$ cat src/rtl/pipeline_stall_ctrl.sv
// rtl/pipeline_stall_ctrl.sv - stall/flush sequencing for the 5-stage filter pipe
//
// Resolves the hazards forwarding cannot: load-use, taken branch and
// multi-cycle data-memory access. All outputs are Mealy (state + inputs).
//
// Optional feature macro: HAZARD_STATS_EN
//   defined   -> stall_count counts cycles with stall_F=1, saturating at 16'hFFFF
//   undefined -> stall_count tied to 16'h0000
//
// Ports:
//   clk, rst_n                    clock (rising edge), async active-low reset
//   Ra_F_Reg, Rb_F_Reg            source registers of the Reg-stage instruction
//   RE_A_F_Reg, RE_B_F_Reg        source read enables
//   Robj_Reg_Exe, WE_Reg_Exe      destination / write enable of the Exe instruction
//   mem_RE_Reg_Exe                Exe instruction is a load
//   branch_taken_Exe              branch resolved taken in Exe
//   mem_req_Mem, mem_ack          data-memory request / completion
//   stall_F..stall_Mem            per-stage hold
//   flush_F, flush_Reg            per-stage bubble injection
//   mem_err                       one-cycle pulse on memory timeout
//   stall_count                   stalled-cycle statistic
module pipeline_stall_ctrl #(
  parameter int REG_W       = 4,
  parameter int LOAD_LAT    = 1,
  parameter int MEM_TIMEOUT = 15
) (
  input  logic             clk,
  input  logic             rst_n,
  input  logic [REG_W-1:0] Ra_F_Reg,
  input  logic [REG_W-1:0] Rb_F_Reg,
  input  logic             RE_A_F_Reg,
  input  logic             RE_B_F_Reg,
  input  logic [REG_W-1:0] Robj_Reg_Exe,
  input  logic             WE_Reg_Exe,
  input  logic             mem_RE_Reg_Exe,
  input  logic             branch_taken_Exe,
  input  logic             mem_req_Mem,
  input  logic             mem_ack,
  output logic             stall_F,
  output logic             stall_Reg,
  output logic             stall_Exe,
  output logic             stall_Mem,
  output logic             flush_F,
  output logic             flush_Reg,
  output logic             mem_err,
  output logic [15:0]      stall_count
);

  localparam logic [1:0] RUN        = 2'd0;
  localparam logic [1:0] LOAD_STALL = 2'd1;
  localparam logic [1:0] MEM_WAIT   = 2'd2;

  logic [1:0] state, state_nxt;
  logic [7:0] wait_cnt, wait_cnt_nxt;
  logic [2:0] load_cnt, load_cnt_nxt;
  logic       mem_wait, load_use, timeout;
  logic       st_front, st_back, fl_f, fl_reg, err;

  assign mem_wait = mem_req_Mem && !mem_ack;
  assign load_use = mem_RE_Reg_Exe && WE_Reg_Exe &&
                    ((RE_A_F_Reg && (Ra_F_Reg == Robj_Reg_Exe)) ||
                     (RE_B_F_Reg && (Rb_F_Reg == Robj_Reg_Exe)));
  // The entry cycle in RUN is the first wait cycle, so the counter lags the
  // number of elapsed wait cycles by one; compare against the next value.
  assign timeout  = ({1'b0, wait_cnt} + 9'd1) >= 9'(MEM_TIMEOUT);

  always_comb begin
    state_nxt    = state;
    wait_cnt_nxt = wait_cnt;
    load_cnt_nxt = load_cnt;
    st_front     = 1'b0;
    st_back      = 1'b0;
    fl_f         = 1'b0;
    fl_reg       = 1'b0;
    err          = 1'b0;
    case (state)
      RUN: begin
        if (mem_wait) begin
          st_front     = 1'b1;
          st_back      = 1'b1;
          state_nxt    = MEM_WAIT;
          wait_cnt_nxt = 8'd1;
        end else if (branch_taken_Exe) begin
          // Reg instruction is killed, so any load-use match is moot.
          fl_f   = 1'b1;
          fl_reg = 1'b1;
        end else if (load_use) begin
          st_front = 1'b1;
          fl_reg   = 1'b1;
          if (LOAD_LAT > 1) begin
            state_nxt    = LOAD_STALL;
            load_cnt_nxt = 3'(LOAD_LAT - 1);
          end
        end
      end
      LOAD_STALL: begin
        if (mem_wait) begin
          // The load has moved on; remaining bubbles are no longer needed.
          st_front     = 1'b1;
          st_back      = 1'b1;
          state_nxt    = MEM_WAIT;
          wait_cnt_nxt = 8'd1;
          load_cnt_nxt = 3'd0;
        end else if (branch_taken_Exe) begin
          fl_f         = 1'b1;
          fl_reg       = 1'b1;
          state_nxt    = RUN;
          load_cnt_nxt = 3'd0;
        end else begin
          st_front = 1'b1;
          fl_reg   = 1'b1;
          if (load_cnt <= 3'd1) begin
            state_nxt    = RUN;
            load_cnt_nxt = 3'd0;
          end else begin
            load_cnt_nxt = load_cnt - 3'd1;
          end
        end
      end
      MEM_WAIT: begin
        // A dropped request is released like an ack.
        if (!mem_req_Mem || mem_ack) begin
          state_nxt = RUN;
        end else if (timeout) begin
          err       = 1'b1;
          state_nxt = RUN;
        end else begin
          st_front     = 1'b1;
          st_back      = 1'b1;
          wait_cnt_nxt = wait_cnt + 8'd1;
        end
      end
      default: state_nxt = RUN;
    endcase
  end

  always_ff @(posedge clk or negedge rst_n) begin
    if (!rst_n) begin
      state    <= RUN;
      wait_cnt <= 8'd0;
      load_cnt <= 3'd0;
    end else begin
      state    <= state_nxt;
      wait_cnt <= wait_cnt_nxt;
      load_cnt <= load_cnt_nxt;
    end
  end

  // Outputs are combinational from inputs, so gate them with reset directly.
  assign stall_F   = rst_n & st_front;
  assign stall_Reg = rst_n & st_front;
  assign stall_Exe = rst_n & st_back;
  assign stall_Mem = rst_n & st_back;
  assign flush_F   = rst_n & fl_f;
  assign flush_Reg = rst_n & fl_reg;
  assign mem_err   = rst_n & err;

`ifdef HAZARD_STATS_EN
  logic [15:0] stall_cnt_q;

  always_ff @(posedge clk or negedge rst_n) begin
    if (!rst_n) begin
      stall_cnt_q <= 16'h0000;
    end else if (stall_F && (stall_cnt_q != 16'hFFFF)) begin
      stall_cnt_q <= stall_cnt_q + 16'h0001;
    end
  end

  assign stall_count = stall_cnt_q;
`else
  assign stall_count = 16'h0000;
`endif

endmodule
$ cat config.mk
export PLATFORM = sky130hd
export DESIGN_NAME = pipeline_stall_ctrl
export DESIGN_NICKNAME = d
export VERILOG_FILES = /design/src/rtl/pipeline_stall_ctrl.sv
export SDC_FILE = /design/constraint.sdc
export NUM_CORES = 1
export LEC_CHECK = 0
export ABC_AREA = 1
export BUFFER_PORTS_ARGS = -buffer_cell sky130_fd_sc_hd__buf_2
export CAP_MARGIN = 10
export CORE_AREA = 2 2 61 63
export DETAILED_ROUTE_END_ITERATION = 16
export DIE_AREA = 0 0 63 65
export SETUP_SLACK_MARGIN = 0.5
export SYNTH_ARGS = -nofsm -noshare
export SYNTH_HDL_FRONTEND = slang
export SYNTH_SLANG_ARGS = --single-unit
$ cat constraint.sdc
create_clock -name clk -period 3.84 [get_ports clk]
set_input_delay 0.96 -clock clk [delete_from_list [all_inputs] [get_ports clk]]
set_output_delay 0.96 -clock clk [all_outputs]
set_load 0.01 [all_outputs]
# Yosys cells after proc, flatten, opt, wreduce, memory -nomap -nowiden
# Index checks and enable logic that the tools add are counted.
[totals] register_bits=13 elab_cells=71
[classes] n_addsub=3 order_cmp=2 n_eq_ne=10 muxes=34 bitwise=5 reduce_logical=14
[ops] operator="$mux 8" count=3
[ops] operator="$mux 1" count=17
[ops] operator="$pmux 8 s2" count=1
[ops] operator="$mux 2" count=6
[ops] operator="$add 8x1->9 const B" count=1
[ops] operator="$ge 9x4->1 const B" count=1
[ops] operator="$mux 3" count=3
[ops] operator="$add 8x1->8 const B" count=1
[ops] operator="$eq 4x4->1" count=2
[ops] operator="$ne 2x2->1 const B" count=3
[ops] operator="$pmux 2 s3" count=1
[ops] operator="$and 1x1->1" count=5
[ops] operator="$logic_and 1x1->1" count=5
[ops] operator="$ne 4x4->1 const B" count=1
[ops] operator="$pmux 1 s2" count=2
[ops] operator="$reduce_and 4->1" count=1
[ops] operator="$le 3x1->1 const B" count=1
[ops] operator="$ne 3x3->1 const B" count=1
[ops] operator="$pmux 1 s3" count=1
[ops] operator="$reduce_and 3->1" count=1
[ops] operator="$sub 3x1->3 const B" count=1
[ops] operator="$eq 2x1->1 const B" count=1
[ops] operator="$eq 2x2->1 const B" count=1
[ops] operator="$logic_not 1->1" count=2
[ops] operator="5 further kinds" count=6

# Longest topological paths before layout
# Gate-level depths: netlist (run 1).
[logic_depth] depth_word=9 mapped_depth=12 depth_no_buf=11

# Worst setup path after synthesis (run 1)
# OpenSTA, ideal clock, no wires.
[synth_path] kind="input -> output" startpoint="input port Robj_Reg_Exe[0]" endpoint="output port stall_Reg" t_arrival_ps=1712 path_slack_ps=1168 stages=8 path_cell_list="inv_1 > nor2_1 > nor3b_1 > nand4_1 > nand2_1 > nand3_1 > nand2_1 > buf_4"
[synth_between] elab_chain_len=9 elab_cells_between_ends=11
[synth_rtl] element="start: declaration" line_no="33" source="input logic [REG_W-1:0] Robj_Reg_Exe,"
[synth_rtl] element="$eq 4x4->1 (on tied branches)" line_no="61, 62"
[synth_rtl] element="$logic_and 1x1->1 (on tied branches)" line_no="61, 62"
[synth_rtl] element="$logic_or 1x1->1 (*)" line_no="61" source="((RE_A_F_Reg && (Ra_F_Reg == Robj_Reg_Exe)) ||"
[synth_rtl] element="$logic_and 1x1->1 (*)" line_no="60" source="assign load_use = mem_RE_Reg_Exe && WE_Reg_Exe &&"
[synth_rtl] element="$mux 1 (*)" line_no="87" source="end else if (load_use) begin"
[synth_rtl] element="$mux 1 (*)" line_no="83" source="end else if (branch_taken_Exe) begin"
[synth_rtl] element="$mux 1 (*)" line_no="78" source="if (mem_wait) begin"
[synth_rtl] element="$pmux 1 s3 (*)" line_no="76" source="case (state)"
[synth_rtl] element="$and 1x1->1 (*)"
[synth_rtl] element="end: declaration" line_no="40" source="output logic stall_Reg,"
# Every way passes the cells marked *; elsewhere a longest branch is shown, timed or not.

# Final worst setup path (run 1)
[layout_path] startpoint="register wait_cnt[0]" endpoint="output port stall_Reg"
[layout_between] elab_chain_len=6
[layout_rtl] element="start: declaration" line_no="54" source="logic [7:0] wait_cnt, wait_cnt_nxt;"
[layout_rtl] element="start signal: assignment" line_no="144" source="wait_cnt <= wait_cnt_nxt;"
[layout_rtl] element="$add 8x1->9" line_no="65" source="assign timeout = ({1'b0, wait_cnt} + 9'd1) >= 9'(MEM_TIMEOUT);"
[layout_rtl] element="$ge 9x4->1" line_no="65"
[layout_rtl] element="$mux 1" line_no="124" source="end else if (timeout) begin"
[layout_rtl] element="$mux 1" line_no="122" source="if (!mem_req_Mem || mem_ack) begin"
[layout_rtl] element="$pmux 1 s3" line_no="76"
[layout_rtl] element="$and 1x1->1" line_no="151" source="assign stall_Reg = rst_n & st_front;"
# Every way passes these cells.

==> results of run 1 <==
==> where the power goes <==
part           total, mW  internal (mW)  switching [mW]
Sequential         0.122          0.105          0.0172
Combinational     0.0841         0.0337          0.0504
Clock             0.0687         0.0398          0.0290
==> cells in the final DEF (no fill, tap or decap), types with 2 or more instances in the layout <==
cell type,Yosys,routed
nand2_1,30,30
buf_2,0,27
inv_1,21,21
conb_1,1,16
nor2_1,10,10
dfrtp_1,9,9
nand3_1,7,7
nand4_1,5,5
nor2_2,5,5
nand3_2,4,4
nand2_2,4,4
nor2_4,3,3
o21ai_0,3,3
clkbuf_4,0,3
o21ai_1,2,2
nor3_1,2,2
xnor2_1,2,2
a21oi_1,2,2
ha_1,2,2
==> cells by family after synthesis <==
family / share of synthesized area
other cells: 0.00384
compound gates: 0.0603
fa+ha+maj: 0.0256
flops: 0.231
buf+inv: 0.227
xor+xnor: 0.0269
simple gates: 0.426
==> cell type report <==
cell class | instances | area, um^2
fillers | 416 | 2380
multi-input cells | 106 | 586
flip-flops and latches | 9 | 225
repair buffers | 27 | 135
inverters | 23 | 86.3
well taps | 48 | 60.1
clock buffers | 4 | 26.3
==> cells in the mapped netlist <==
cell,instances,share of area
o21ai_1,2,0.010
a21oi_1,2,0.010
nand2_2,4,0.026
inv_2,1,0.0038
and2_4,1,0.0090
nand4_4,1,0.022
nand4_1,5,0.032
ha_1,2,0.026
xnor2_1,2,0.018
xor2_1,1,0.0090
clkinv_1,1,0.0038
nand2_1,30,0.12
nand2_4,1,0.012
nand3_1,7,0.036
nor3b_1,1,0.0077
nor2_4,3,0.035
a21boi_0,1,0.0077
dfrtp_1,9,0.23
nor2_2,5,0.032
nor3_1,2,0.010
nor3_2,1,0.010
inv_1,21,0.081
conb_1,1,0.0038
nor2_1,10,0.038
o21ai_2,1,0.0090
buf_4,18,0.14
o21bai_1,1,0.0077
o21ai_0,3,0.015
nand3_2,4,0.041
==> routing by layer <==
| layer | track usage | part of all wire |
|---|---|---|
| met1 | 0.0956 | 0.42 |
| met2 | 0.178 | 0.54 |
| met3 | 0.00521 | 0.021 |
| met4 | 0.0667 | 0.022 |
| met5 | 0 | 0 |
==> stage by stage <==
step / instances / instance area [um^2] / power (mW) / utilization
final: 217 / 1120 / 0.275 / 0.320
after global routing: 217 / 1120 / 0.302 / 0.320
after CTS: 217 / 1120 / 0.280 / 0.320
after detailed placement: 213 / 1090 / 0.209 / 0.312
after global placement: 213 / 1090 / 0.207 / 0.312
after floorplan: 156 / 1030 / 0.193 / -
==> sequential cells by signal (all words and copies together) (netlist names) <==
register  cells
state         1
wait_cnt      8
==> critical path, delay by kind of cell, from the launching register on <==
kind | cells | cell delay (ps)
buffers and inverters | 1 | 130
AND/OR/NAND/NOR | 9 | 850
flip-flops | 1 | 450
adder cells (fa/ha/maj) | 1 | 270
==> final timing paths <==
check	from	to	cells after the start
worst max-delay path	wait_cnt[0]	stall_Reg	11
worst min-delay path	wait_cnt[7]	wait_cnt[7]	2
worst max register to register	wait_cnt[0]	wait_cnt[2]	10
worst min register to register	wait_cnt[7]	wait_cnt[7]	2
max in group asynchronous	rst_n	wait_cnt[3]	1
min in group asynchronous	rst_n	wait_cnt[2]	1
==> impl_metrics.json, run 1 <==
{
  "clock_skew_ps": 2.01,
  "required_ps": 2880,
  "via_per_inst": 3.85,
  "firstDrtPassIters": 3,
  "ant_nets": 0,
  "vias": 835,
  "grt_max_degree": 13,
  "die_x_um": 63,
  "crit_path_end_kind": "output port",
  "synthToLayoutAreaGrowth_pct": 14.6,
  "start_kind": "flip-flop",
  "finalCriticalPeriod_ps": 2910,
  "cts_resized": 0,
  "cts_setup_buffers": 0,
  "die_h_um": 65,
  "overflow": 0,
  "power.density_mw_per_mm2": 246,
  "cp_max_fo": 6,
  "cts_hold_buf": 0,
  "core-area_mm2": 0.00350,
  "hpwl_um": 1560,
  "max_stage_delay_ps": 450,
  "max_freq_mhz": 343,
  "slowest_stage": "dfrtp_1",
  "r2r_slack_ps": 2160,
  "maxCapViolCount": 0,
  "drv_slew": 0,
  "dr.first_iter.drc_count": 16,
  "clkSinkCount": 9,
  "rsz0062_at_grt": "false",
  "rows": 22,
  "worstSkewPairLatency_ps": 250,
  "start_util": 0.279,
  "path_cells": "ha_1 > nand3_2 > nand2_1 > nand2_1 > nand2_1 > nor2_2 > nand3_2 > nand2_2 > nand3_2 > nand2_1 > buf_2",
  "fin_setup_tns_ps": 0,
  "clk_path_buf_depth": 2,
  "finalCritPeriodShare": 0.758,
  "setup_viol": 0,
  "postSynthCellCount": 141,
  "cp.arrival_ps": 1950,
  "grt.total_usage": 0.0929,
  "die_area_mm2": 0.00410,
  "cts_tree": "yes",
  "antenna_found_initial": 0,
  "clk_pin_slew_worst_paths_ps": 50,
  "port_buffers": 27,
  "hold_class": "flip-flop to flip-flop",
  "synth.avg_cell_area_um2": 6.92,
  "num_antenna_cells": 0,
  "crit_top_cell": "nand2_1",
  "ys_seq_area_frac": 0.231,
  "worst_ir_drop_vdd_mv": 0.178,
  "postRouteWirelength_um": 1740,
  "yosysWarnings": 0,
  "holdWs_ps": 559,
  "outcome": "complete, no violations",
  "grt_pass1_vias": 806,
  "worst_slack_ps": 928,
  "synthDistinctLibCells": 29,
  "hold_violations": 0,
  "ios": 44,
  "final_layout_size_suffix_gt1_frac": 0.308,
  "grt_pass1_wl_um": 3030,
  "gp_congestion": 0.751,
  "drc": 0,
  "syn-cell-area_um2": 976,
  "numCtsBuffers": 3,
  "layout.nets": 193,
  "cts_root_buf": "clkbuf_4",
  "critical_path_class": "flip-flop to output port",
  "pre_cts_slack_ps": 1030,
  "synth-seq-cells": 9,
  "htreeDepth": 1,
  "post_drt_wl_per_cell_um": 8.00,
  "leakage_nw": 0.625
}
Note: power is estimated with default switching activity, not from simulation.
==> run 2, diff against run 1 <==
Clock period 3.84 ns to 2.4 ns, I/O delays scaled along.
==> run 2 against run 1 <==
Net effect: non-clock buffer count is 12 higher; count of clock-buffer cells in the layout unchanged; largest cell class unchanged; first-iteration DRC count increased by 38%; global-route usage rose by 1.4 points; largest power group is now combinational logic; critical endpoint is now stall_F; the run now ends with setup timing left.
==> impl_metrics.json, run 2 (same netlist as run 1, synthesis figures left out) <==
{
  "rows": 22,
  "overflow": 0,
  "critical_path_class": "flip-flop to output port",
  "firstDrtPassIters": 4,
  "drc": 0,
  "ios": 44,
  "worst_ir_drop_vdd_mv": 0.280,
  "port_buffers": 27,
  "final_layout_size_suffix_gt1_frac": 0.481,
  "fin_setup_tns_ps": -290,
  "synthToLayoutAreaGrowth_pct": 37.9,
  "start_util": 0.279,
  "clock_skew_ps": 1.96,
  "die_h_um": 65,
  "rsz0062_at_grt": "true",
  "hold_violations": 0,
  "instances_no_fill": 229,
  "largestRegisters": "wait_cnt (8), state (1)",
  "max_stage_delay_ps": 450,
  "final_common_cell": "nand2_1",
  "required_ps": 1800,
  "gp_congestion": 0.727,
  "crit_path_end_kind": "output port",
  "worst_slack_ps": -71.4,
  "clk_pin_slew_worst_paths_ps": 60,
  "cp_top_family": "simple AND/OR/NAND/NOR gates",
  "finalCritPeriodShare": 1.03,
  "power.density_mw_per_mm2": 438,
  "total_power_mw": 0.589,
  "violations": "setup timing",
  "start_kind": "flip-flop",
  "cts_tree": "yes",
  "die_x_um": 63,
  "path_cells": "inv_2 > ha_4 > o21bai_1 > nand2_1 > nor2_2 > nor2_4 > nand3_2 > nand2_2 > nand3_2 > nand2_2 > buf_2",
  "die_area_mm2": 0.00410,
  "finalCriticalPeriod_ps": 2470,
  "grt_pass1_vias": 879,
  "post_drt_wl_per_cell_um": 9.36,
  "crit_buf_inv": 2,
  "cp.arrival_ps": 1870,
  "outcome": "complete, but fails checks",
  "drv_slew": 0,
  "via_per_inst": 4.09,
  "ant_nets": 0,
  "numCtsBuffers": 3,
  "layout.nets": 205,
  "worstSkewPairLatency_ps": 250,
  "clk_path_buf_depth": 2,
  "hold_class": "input pin to asynchronous set/reset pin",
  "dp.cells": 214,
  "final_cell_mix": "nand2_1, buf_2, conb_1",
  "clkSinkCount": 9,
  "cts_root_buf": "clkbuf_4",
  "vias": 936,
  "antenna_found_initial": 0,
  "setup_viol": 5,
  "hpwl_um": 1580,
  "maxCapViolCount": 0,
  "cp_max_fo": 4,
  "largest_reg_flops": 8,
  "grt_pass1_wl_um": 3480,
  "num_antenna_cells": 0,
  "grt_max_degree": 10,
  "leakage_nw": 0.698,
  "dr.first_iter.drc_count": 22,
  "htreeDepth": 1,
  "postRouteWirelength_um": 2140,
  "grt.total_usage": 0.107,
  "slowest_stage": "dfrtp_2",
  "max_freq_mhz": 405,
  "core-area_mm2": 0.00350,
  "largest-register": "wait_cnt"
}
[run 2: changes by cell type in the layout (fill, tap and decap cells not counted), moves of 3 or more]
cell	before	now
buf_2	27	19
buf_4	0	11
buf_6	0	9
dfrtp_1	9	6
dfrtp_2	0	3
inv_1	21	15
inv_2	1	5
nand2_1	30	26
nand2_2	4	8
nor2_1	10	7
[run 2: where the power goes]
part | leakage (nW) | switching (mW) | internal (mW)
Sequential | 0.117 | 0.0320 | 0.170
Combinational | 0.566 | 0.133 | 0.145
Clock | 0.0150 | 0.0453 | 0.0636
Total | 0.698 | 0.210 | 0.379
[run 2: per-layer routing]
layer / wire length (um) / GRT usage / vias up
met5: 0 / 0 / -
met4: 85 / 0.0750 / 0
met3: 77 / 0.00521 / 6
met2: 1140 / 0.203 / 25
met1: 844 / 0.111 / 415
li1: - / - / 490
[run 2: worst paths after layout]
kind,slack (ps),end,startpoint,depth (start not counted)
setup reg to reg,540,wait_cnt[2],wait_cnt[0],11
hold / removal,370,wait_cnt[3],rst_n,2
hold reg to reg,550,wait_cnt[7],wait_cnt[7],2
setup / recovery,-70,stall_F,wait_cnt[0],11
max in group asynchronous,1880,wait_cnt[2],rst_n,2
min in group clk,550,wait_cnt[7],wait_cnt[7],2
[run 2: worst reg2reg max path: stages, from the launching register on]
cell and delay [ps]:
dfrtp_2 450, inv_2 90, ha_4 200, o21bai_1 190, nand2_1 100, nor2_2 140, nor2_4 50, buf_4 120
buf_4 130, and2_4 140, nand4_1 80, nand2_1 60
[run 2: repair_timing]
action | in CTS | in global routing
pin swaps | 8 | 11
hold buffers | 0 | 0
endpoints found under the setup margin | 7 | 7
gates resized for setup | 18 | 15
setup buffers | 9 | 2
[run 2: cell type report]
type                    instances  area (um^2)
clock buffers                   4         26.3
fillers                       378         2150
inverters                      23         92.6
multi-input cells             106          659
flip-flops and latches          9          229
well taps                      48         60.1
repair buffers                 39          279
[run 2: metrics by stage]
stage               instance area (um^2)  hold WS (ps)  worst slack (ps)   util
floorplan                           1050           304               269      -
global placement                    1110           552               164  0.319
detailed placement                  1110           554               148  0.319
CTS                                 1270           339              11.2  0.364
global route                        1350           354              -118  0.385
finish                              1350           371             -71.4  0.385
==> run 3, diff against run 2 <==
Settings changed: CORE_AREA 2 2 61 63 to 2 2 53 55, DIE_AREA 0 0 63 65 to 0 0 55 57, PLACE_DENSITY set to 0.7.
==> run 3 against run 2 <==
Net effect: the run now ends clean; fmax grew 4.3%; sequential share of layout area rose by 0.94 points; wire length fell by 11%; die area decreased by 23%; power fell by 10%; utilization up 10 points; first-iteration DRC count decreased by 27%; final area down 5.8%; register-to-register slack improved by 180 ps; worst setup slack better by 100 ps; non-clock buffer count fell by 5; clock skew about the same; largest power group unchanged; highest routed layer unchanged.
==> impl_metrics.json, run 3 (same netlist as run 1, synthesis figures left out) <==
{
  "multiInputGateArea_um2": 659,
  "worst_slack_ps": 29.5,
  "start_kind": "flip-flop",
  "start_util": 0.373,
  "rows": 19,
  "cp-startpoint": "wait_cnt[1]",
  "max_freq_mhz": 422,
  "layout.nets": 200,
  "finalCritPeriodShare": 0.988,
  "leakage_nw": 0.669,
  "final_cell_mix": "nand2_1, buf_2, inv_1, conb_1",
  "ant_nets": 0,
  "via_per_inst": 4.31,
  "final_layout_size_suffix_gt1_frac": 0.449,
  "final_common_cell": "nand2_1",
  "worst_ir_drop_vdd_mv": 0.361,
  "synthToLayoutAreaGrowth_pct": 30.0,
  "postRouteWirelength_um": 1910,
  "regArea_um2": 228,
  "reg2regPathDepth": 10,
  "grt_pass1_vias": 732,
  "maxCapViolCount": 0,
  "clk_pin_slew_worst_paths_ps": 50,
  "vias": 893,
  "ios": 44,
  "crit_path_end_kind": "output port",
  "power.density_mw_per_mm2": 417,
  "dr.first_iter.drc_count": 16,
  "num_antenna_cells": 0,
  "worstSkewPairLatency_ps": 250,
  "holdWs_ps": 328,
  "largestRegisters": "wait_cnt (8), state (1)",
  "outcome": "complete, no violations",
  "hold_violations": 0,
  "rr_startpoint": "wait_cnt[0]",
  "port_buffers": 27,
  "die_h_um": 57,
  "numCtsBuffers": 3,
  "timing.rr.end": "wait_cnt[1]",
  "clk_path_buf_depth": 2,
  "die_x_um": 55,
  "finalCriticalPeriod_ps": 2370,
  "hold_class": "input pin to asynchronous set/reset pin",
  "drc": 0,
  "antenna_found_initial": 0,
  "core-area_mm2": 0.00262,
  "setup_viol": 0,
  "hpwl_um": 1540,
  "fill_cells": 261,
  "largest_reg_flops": 8,
  "cp_max_fo": 4,
  "required_ps": 1800,
  "drv_slew": 0,
  "gp_congestion": 0.907,
  "die_area_mm2": 0.00314,
  "pre_cts_slack_ps": 161,
  "critical_path_class": "flip-flop to output port",
  "endpoint": "stall_F",
  "htreeDepth": 1,
  "cts_root_buf": "clkbuf_4",
  "firstDrtPassIters": 4,
  "grt_max_degree": 10,
  "rsz0062_at_grt": "true",
  "grt_pass1_wl_um": 2760,
  "post_drt_wl_per_cell_um": 9.22,
  "cts_tree": "yes",
  "r2r_slack_ps": 720,
  "clock_skew_ps": 1.96,
  "clkSinkCount": 9,
  "grt.total_usage": 0.117,
  "cts_hold_buf": 0,
  "cp.arrival_ps": 1770,
  "overflow": 0,
  "largest-register": "wait_cnt"
}
==> run 3: final cells by class <==
type                            instances  share of cell area
Clock buffer                            4              0.0207
Tap cell                               31              0.0306
Sequential cell                         9               0.179
Multi-Input combinational cell        106               0.520
Inverter                               23              0.0740
Timing Repair Buffer                   34               0.176
==> run 3: per-stage QoR <==
stage | setup TNS [ps] | cell area, um^2 | total power, mW | instances | util
final | 0 | 1270 | 0.529 | 207 | 0.485
after global routing | -415 | 1270 | 0.572 | 207 | 0.485
after global placement | 0 | 1090 | 0.338 | 197 | 0.418
after CTS | -197 | 1210 | 0.526 | 207 | 0.464
after floorplan | 0 | 1050 | 0.311 | 156 | -
after detailed placement | 0 | 1090 | 0.339 | 197 | 0.418
==> run 3: worst min-delay path by stage <==
stage / cells past startpoint / end
after floorplan: 0 / state[1]
after global placement: 2 / wait_cnt[7]
after detailed placement: 2 / wait_cnt[7]
after CTS: 2 / wait_cnt[3]
after global routing: 2 / wait_cnt[1]
final: 2 / wait_cnt[3]
==> run 3: worst max-delay path: stages, from the launching register on <==
cell and delay, ps:
dfrtp_2 430, ha_4 170, nand3_4 100, o21ai_2 140, nand2_2 80, nor2_4 150, nand3_2 90, nand2_2 90
nand3_2 90, nand2_2 60, buf_2 120
==> run 3: routing by layer <==
layer  global-route usage  vias up  wire [um]
met4               0.0523        0         12
met2                0.204       27        875
li1                     -      478          -
met5                    0        -          0
met3              0.00785        2        130
met1                0.143      386        890
==> run 3: timing repair <==
action / in CTS / in global routing
endpoints found under the setup margin: 6 / 7
pin swaps: 6 / 14
setup buffers: 6 / 0
gates resized for setup: 11 / 17
==> run 3: power by group <==
part	internal (mW)	switching (mW)	total, mW
clock network	0.0636	0.0457	0.109
logic	0.110	0.109	0.219
registers	0.170	0.0300	0.200
